**src/rtl/serial_add_sub.sv**
```systemverilog
// serial_add_sub
//   Multi-cycle adder/subtractor. Processes WIDTH-bit operands DIGIT bits per clock, LSB
//   first, through a single DIGIT-bit ripple slice and a registered carry. Subtraction is
//   done as A + ~B + 1. Reports carry-out and signed overflow.
//
// Parameters
//   WIDTH  operand/result width (>= 2)
//   DIGIT  bits per clock; must divide WIDTH exactly
//
// Ports
//   clk    in   rising-edge clock
//   rst_n  in   synchronous active-low reset
//   start  in   request; accepted only when idle or in the done cycle
//   a, b   in   operands, captured on the accepting edge
//   cin    in   carry-in for add; ignored when sub=1
//   sub    in   0: a+b+cin, 1: a-b
//   busy   out  high while the operation is running
//   done   out  one-cycle pulse, result valid
//   sum    out  result, held until the next result
//   cout   out  carry out of the MSB (for sub, 1 = no borrow)
//   ovf    out  signed overflow

module serial_add_sub #(
    parameter int unsigned WIDTH = 8,
    parameter int unsigned DIGIT = 1
) (
    input  logic             clk,
    input  logic             rst_n,
    input  logic             start,
    input  logic [WIDTH-1:0] a,
    input  logic [WIDTH-1:0] b,
    input  logic             cin,
    input  logic             sub,
    output logic             busy,
    output logic             done,
    output logic [WIDTH-1:0] sum,
    output logic             cout,
    output logic             ovf
);

    localparam int unsigned NSTEP  = WIDTH / DIGIT;
    // One extra bit so the counter is never zero-width, even when NSTEP == 1.
    localparam int unsigned STEP_W = $clog2(NSTEP) + 1;
    localparam logic [STEP_W-1:0] LAST_STEP = STEP_W'(NSTEP - 1);

    typedef enum logic [1:0] {
        StIdle,
        StRun,
        StDone
    } state_e;

    state_e             state_q, state_d;
    logic [WIDTH-1:0]   a_q, a_d;
    logic [WIDTH-1:0]   b_q, b_d;
    logic               carry_q, carry_d;
    logic [WIDTH-1:0]   acc_q, acc_d;
    logic [STEP_W-1:0]  step_q, step_d;
    logic [WIDTH-1:0]   sum_q, sum_d;
    logic               cout_q, cout_d;
    logic               ovf_q, ovf_d;

    logic [DIGIT-1:0]   slice_sum;
    logic               slice_cout;
    logic               slice_cmsb;
    logic               accept;

    // Ripple slice over the low DIGIT bits of the operand shift registers. slice_cmsb is the
    // carry into the top bit of the slice; on the last step that is the carry into the MSB.
    always_comb begin
        logic c;
        c          = carry_q;
        slice_cmsb = carry_q;
        slice_sum  = '0;
        for (int unsigned i = 0; i < DIGIT; i++) begin
            slice_cmsb   = c;
            slice_sum[i] = a_q[i] ^ b_q[i] ^ c;
            c            = (a_q[i] & b_q[i]) | (c & (a_q[i] ^ b_q[i]));
        end
        slice_cout = c;
    end

    // A new request is taken in IDLE and also in the DONE cycle (back-to-back).
    assign accept = start && ((state_q == StIdle) || (state_q == StDone));

    always_comb begin
        state_d = state_q;
        a_d     = a_q;
        b_d     = b_q;
        carry_d = carry_q;
        acc_d   = acc_q;
        step_d  = step_q;
        sum_d   = sum_q;
        cout_d  = cout_q;
        ovf_d   = ovf_q;

        unique case (state_q)
            StIdle: begin
                state_d = StIdle;
            end
            StRun: begin
                a_d     = a_q >> DIGIT;
                b_d     = b_q >> DIGIT;
                carry_d = slice_cout;
                // New digit enters at the top; after NSTEP shifts the LSB digit is at bit 0.
                acc_d   = (acc_q >> DIGIT) | (WIDTH'(slice_sum) << (WIDTH - DIGIT));
                step_d  = step_q + 1'b1;
                if (step_q == LAST_STEP) begin
                    state_d = StDone;
                    sum_d   = acc_d;
                    cout_d  = slice_cout;
                    ovf_d   = slice_cmsb ^ slice_cout;
                end
            end
            StDone: begin
                state_d = StIdle;
            end
            default: begin
                state_d = StIdle;
            end
        endcase

        if (accept) begin
            state_d = StRun;
            a_d     = a;
            b_d     = sub ? ~b : b;
            carry_d = sub ? 1'b1 : cin;
            acc_d   = '0;
            step_d  = '0;
        end
    end

    always_ff @(posedge clk) begin
        if (!rst_n) begin
            state_q <= StIdle;
            a_q     <= '0;
            b_q     <= '0;
            carry_q <= 1'b0;
            acc_q   <= '0;
            step_q  <= '0;
            sum_q   <= '0;
            cout_q  <= 1'b0;
            ovf_q   <= 1'b0;
        end else begin
            state_q <= state_d;
            a_q     <= a_d;
            b_q     <= b_d;
            carry_q <= carry_d;
            acc_q   <= acc_d;
            step_q  <= step_d;
            sum_q   <= sum_d;
            cout_q  <= cout_d;
            ovf_q   <= ovf_d;
        end
    end

    assign busy = (state_q == StRun);
    assign done = (state_q == StDone);
    assign sum  = sum_q;
    assign cout = cout_q;
    assign ovf  = ovf_q;

endmodule
```
**config.mk**
```make
export PLATFORM = sky130hd
export DESIGN_NAME = serial_add_sub
export DESIGN_NICKNAME = d
export VERILOG_FILES = /design/src/rtl/serial_add_sub.sv
export SDC_FILE = /design/constraint.sdc
export NUM_CORES = 1
export LEC_CHECK = 0
export BUFFER_PORTS_ARGS = -buffer_cell sky130_fd_sc_hd__buf_2
export CORE_ASPECT_RATIO = 1.25
export CORE_UTILIZATION = 40
export CTS_BUF_LIST = sky130_fd_sc_hd__clkbuf_16
export CTS_CLUSTER_DIAMETER = 200
export DETAILED_ROUTE_END_ITERATION = 12
export GPL_TIMING_DRIVEN = 0
export MAX_ROUTING_LAYER = met4
export PLACE_DENSITY = 0.57
export SKIP_CTS_REPAIR_TIMING = 1
export SYNTH_ARGS = -nofsm -noshare
export SYNTH_HDL_FRONTEND = slang
export SYNTH_SLANG_ARGS = --single-unit
```
**constraint.sdc**
```tcl
create_clock -name clk -period 1.7 [get_ports clk]
set_input_delay 0.17 -clock clk [delete_from_list [all_inputs] [get_ports clk]]
set_output_delay 0.17 -clock clk [all_outputs]
set_load 0.01 [all_outputs]
```
# Word-level counts from Yosys, hierarchy flattened

Index checks and enable logic that the tools add are counted.

Logic and storage cells: 43
Bits of input ports: 21
Flip-flop bits (word level): 41

Equality and inequality tests: 4
Add/subtract/negate cells: 1
Muxes and demuxes: 11
Reductions and logical operators: 7
Bitwise operators: 10

Operator list:

| operator                                                              | number |
|---|---|
| 8-bit two-way mux                                                     | 5 |
| 8-bit NOT                                                             | 1 |
| 7-bit by 8-bit OR with 8-bit output                                   | 1 |
| 1-bit two-way mux                                                     | 6 |
| 4-bit by 1-bit adder with 4-bit output, second input constant         | 1 |
| 4-bit by 3-bit equality test with 1-bit output, second input constant | 1 |
| 3-bit by 1-bit != test with 1-bit output, second input constant       | 1 |
| 3-bit OR reduction                                                    | 1 |
| 1-bit XOR                                                             | 3 |
| 1-bit AND                                                             | 2 |
| 2-bit by 1-bit equality test with 1-bit output, second input constant | 1 |
| 2-bit equality test, second input constant                            | 1 |
| 2-bit zero test                                                       | 1 |
| 1-bit NOT                                                             | 2 |
| 2-bit AND reduction                                                   | 1 |
| 2-bit nonzero test                                                    | 1 |
| 2-bit OR reduction                                                    | 1 |
| 1-bit logical AND                                                     | 1 |
| 1-bit logical OR                                                      | 1 |
| 1-bit OR                                                              | 1 |

# Depth between registers and ports, before layout

Depth in word-level cells: 5
Gate-level depth with buffers: 7
Gate-level depth less buffers: 4

# Least setup slack after synthesis

OpenSTA, ideal clock, no wires.

Kind: reg-to-reg
Start: reg a_q[0]
End: reg ovf_q (netlist: ovf)
Path buffers: 0
Clock period less this slack: 1.239 ns
Data required time: 1.612 ns
Stages on the path, launching flop included: 4
Arrival: 1.151 ns
Slack: 0.461 ns
Path through: dfxtp_1 fa_1 xnor2_1 a311oi_2

Word-level cells in the longest chain between the ends: 4

Ends and longest elaborated chain:

| what                   | RTL line | RTL |
|---|---|---|
| from (decl)            | 53       | `logic [WIDTH-1:0] a_q, a_d;` |
| from (signal assigned) | 135      | `a_q <= '0;` |
| from (signal assigned) | 145      | `a_q <= a_d;` |
| 1-bit XOR              | 77       | `c = (a_q[i] & b_q[i]) \| (c & (a_q[i] ^ b_q[i]));` |
| 1-bit AND              | 77       |  |
| 1-bit OR (*)           | 77       |  |
| named net slice_cout   | 63       | `logic slice_cout;` |
| 1-bit XOR (*)          | 111      | `ovf_d = slice_cmsb ^ slice_cout;` |
| to (signal assigned)   | 152      | `ovf_q <= ovf_d;` |
| to (decl)              | 60       | `logic ovf_q, ovf_d;` |

The timed path passes the listed nets; every way through them passes the cells marked *.
A chain may end at the register's enable or synchronous reset.

# Final worst setup path

Start: reg state_q[1]
End: out busy

Word-level cells in the longest chain between the ends: 1

Ends and longest elaborated chain:

| what                                           | RTL line | RTL |
|---|---|---|
| from (decl)                                    | 52       | `state_e state_q, state_d;` |
| from (signal assigned)                         | 134      | `state_q <= StIdle;` |
| from (signal assigned)                         | 144      | `state_q <= state_d;` |
| 2-bit by 1-bit equality test with 1-bit output | 156      | `assign busy = (state_q == StRun);` |
| to (decl)                                      | 34       | `output logic busy,` |

No other way between the ends.

==> run metrics <==
NumNets Final=~260; source of the critical timing path=state_q[1]; antenna violations before repair=0; average wire per cell in the routed design=around 13 um; Leakage Power=a little over 0.8 nW; proportion of synthesized chip area in sequential cells=46.96%; hold-critical path endpoint=step_q[1]; setup TNS=0 ns; synthesized cell area=~0.0017 mm^2; net count after synthesis=~220; Placement Setup Slack=approximately 0.31 ns; layout cells sized above 1=between 20% and 30%; share of the clock period used by the worst path after layout=between 80% and 90%; area of the core region=just over 0.004 mm^2; run status=completed; normalized max-slew margin=between 60 and 70%; Pre-Repair DR Iteration Count=4; die area=0.004530 mm^2; flip-flop and latch count after synthesis=40; grt ovf=0; Syn Inst Count=195; top cell types by occurrence after synthesis=40 x sky130_fd_sc_hd__dfxtp_1, 25 x sky130_fd_sc_hd__a21oi_1, 21 x sky130_fd_sc_hd__nand2_1, 20 x sky130_fd_sc_hd__nor3_1, 16 x sky130_fd_sc_hd__nand3_1; critical path start-end classification=reg2out; ANT nets after route=0; worst reg2reg path depth=5; # rows=26; total clock sinks=40; Max Buffers Root-to-Sink=2; height of the die=around 75 um; Slew Limit Fails=0; Worst-Skew Late Latency=0.28 ns; data arrival at the endpoint of the critical path=approximately 1.3 ns; share of Yosys cell area claimed by the top area cell type=46.96%; worst reg2reg startpoint=step_q[0]; Tightest Pin Transition=0.5048 ns; Final Wtd Congestion=between 0.7 and 0.8; wire length of the first global-routing pass=approximately 6.4 mm; TritonCTS clock tree=built; aggregate global-route resource usage=~20%; crit-path max FO=10; adder and majority cell fraction of the synthesized area=1.908%; clock buffers created by TritonCTS=5; capture instance of the worst register-to-register path=sum[7]; Clk Tree Root Cell=sky130_fd_sc_hd__clkbuf_16; vias after detailed routing=about 1500; Synth Area in Simple Gates=around a fifth; drt first-iter violations=73; post-synthesis cell type count=28; Final Total Pwr=2.173 mW; XOR/XNOR Fraction of Synth Area=5.649%; x dimension of the die=60.40 um; minimum setup slack in the final design=roughly 0.19 ns; number of enable flip-flop cells after synthesis=0; final worst path period need=1.514 ns; max capacitance violation total=0; Min-Delay Path Class=in2reg; FF-to-FF setup slack=about 0.3 ns; Fillers=~430; hold path depth=3; Required @ worst endpoint=1.53 ns; # H-tree levels=2; dominant register cell in the synthesized netlist=sky130_fd_sc_hd__dfxtp_1; CTS clk-pin slew, worst paths=about 0.06 ns; maximum number of pins on one net before global-route repair=13; vias per cell=slightly above 5; cell with the most instances after synthesis=sky130_fd_sc_hd__dfxtp_1; Synth warnings=0; vias in the first global route=about 1400; IR drop worst, VDD=roughly 470 uV; I/O pin count=33; diode insertion count for antenna repair=0; largest family of logic cells by synthesized area=simple AND/OR/NAND/NOR gates; library cell with the largest summed area after synthesis=sky130_fd_sc_hd__dfxtp_1; Initial Utilization=a little over two fifths; final number of hold-violating endpoints=0; unrepaired setup endpoints after global routing=no; synthesized area per cell=around 9 um^2; Routed WL=slightly below 4 mm; half-perimeter wire length after placement=about 2.8 mm; Fin Clk Skew=between 0.002 and 0.003 ns; fraction of the mapped netlist area in compound gates=about 18%; share of async-settable or async-resettable flops after synthesis=0%; highest clock rate=about 660 MHz; capturing element type of the critical path=output pin; Min-Delay Startpoint=rst_n; kind of start point of the critical path=register; Port Buffers=31; total of endpoints with negative setup slack in the final report=0; largest cells by area after synthesis=sky130_fd_sc_hd__dfxtp_1 47%, sky130_fd_sc_hd__a21oi_1 7.3%, sky130_fd_sc_hd__nor3_1 5.9%, sky130_fd_sc_hd__nand3_1 4.7%, sky130_fd_sc_hd__nand2_1 4.6%; proportion of synthesized area in mux cells=0.5869%; number of remaining DRC errors=0; signed area change from the synthesized netlist to the final layout=21.35%; power density over the cells=about 1100 mW/mm^2
[routing by layer]
layer	GRT usage (%)	up-vias	wire, um
met3	5.670	4	105
met2	33.21	30	1979
met4	6.977	0	35
met1	23.59	694	1764
met5	-	-	0
li1	-	763	-
[sequential cells by signal (all words and copies together) (netlist names)]
register  flops
a_q           8
state_q       2
carry_q       1
sum           8
ovf           1
b_q           8
cout          1
acc_q         7
step_q        4
[power by group]
part / switching, mW / internal (mW)
clock network: 0.361 / 0.533
logic: 0.153 / 0.118
registers: 0.0271 / 0.982
total: 0.540 / 1.63
[worst max-delay path by stage]
stage                     cells after the start  slack [ns]     end
after floorplan                               3        0.46     ovf
after global placement                        5        0.31  sum[6]
after detailed placement                      5        0.31  sum[7]
after CTS                                     6        0.16    busy
after global routing                          6        0.08    busy
final                                         6        0.19    busy
[kinds of logic after synthesis]
logic type | after synthesis
flip-flops | 40
multiplexers | 1
adder cells (fa/ha/maj) | 2
XOR/XNOR | 11
AND/OR/NAND/NOR | 68
buffers and inverters | 20
AO/OA/AOI/OAI | 53
[metrics by stage]
stage          cells  instance area (um^2)  hold slack [ns]  util (%)
6_report         290                  2069           0.1577     50.49
5_1_grt          290                  2069           0.1772     50.49
4_1_cts          290                  2069           0.1543     50.49
3_5_place_dp     282                  1931           0.4465     47.10
3_3_place_gp     282                  1931           0.4435     47.10
2_1_floorplan    195                  1705           0.3041         -
[cell usage in the layout (no fill, tap or decap)]
master	instances
sky130_fd_sc_hd__or3_1	1
sky130_fd_sc_hd__fa_1	1
sky130_fd_sc_hd__xnor2_1	2
sky130_fd_sc_hd__and2b_1	2
sky130_fd_sc_hd__a31oi_1	2
sky130_fd_sc_hd__clkbuf_1	3
sky130_fd_sc_hd__clkbuf_16	5
sky130_fd_sc_hd__clkinv_2	2
sky130_fd_sc_hd__inv_2	1
sky130_fd_sc_hd__nor2_1	3
sky130_fd_sc_hd__buf_6	2
sky130_fd_sc_hd__o22ai_1	9
sky130_fd_sc_hd__buf_8	2
sky130_fd_sc_hd__dfxtp_1	40
sky130_fd_sc_hd__ha_1	1
sky130_fd_sc_hd__a21oi_1	25
sky130_fd_sc_hd__nand3_1	16
sky130_fd_sc_hd__buf_4	4
sky130_fd_sc_hd__o21ai_0	12
sky130_fd_sc_hd__a311oi_2	1
sky130_fd_sc_hd__a22oi_1	4
sky130_fd_sc_hd__clkinv_1	1
sky130_fd_sc_hd__and3b_1	1
sky130_fd_sc_hd__xor2_1	9
sky130_fd_sc_hd__nand2b_1	2
sky130_fd_sc_hd__inv_4	1
sky130_fd_sc_hd__nand3b_1	2
sky130_fd_sc_hd__nand2_1	21
sky130_fd_sc_hd__mux2i_1	1
sky130_fd_sc_hd__buf_2	38
sky130_fd_sc_hd__nor3_1	20
[cell type report]
type	count	area [um^2]	share of cell area, %
repair buffers	31	155.1	7.497
flip-flops and latches	40	800.8	38.69
inverters	2	10.01	0.4837
plain buffers	18	128.9	6.227
well taps	56	70.07	3.386
clock buffers	5	125.1	6.046
clock inverters	3	13.76	0.6651
multi-input cells	135	765.7	37.00
[critical path: stages, from the launching register on]
cell and delay (ns):
sky130_fd_sc_hd__dfxtp_1 0.31, sky130_fd_sc_hd__nand2b_1 0.15, sky130_fd_sc_hd__buf_6 0.14, sky130_fd_sc_hd__inv_4 0.06, sky130_fd_sc_hd__buf_8 0.13, sky130_fd_sc_hd__buf_6 0.15, sky130_fd_sc_hd__buf_2 0.13
No activity file was read; power rests on OpenSTA's default activity.
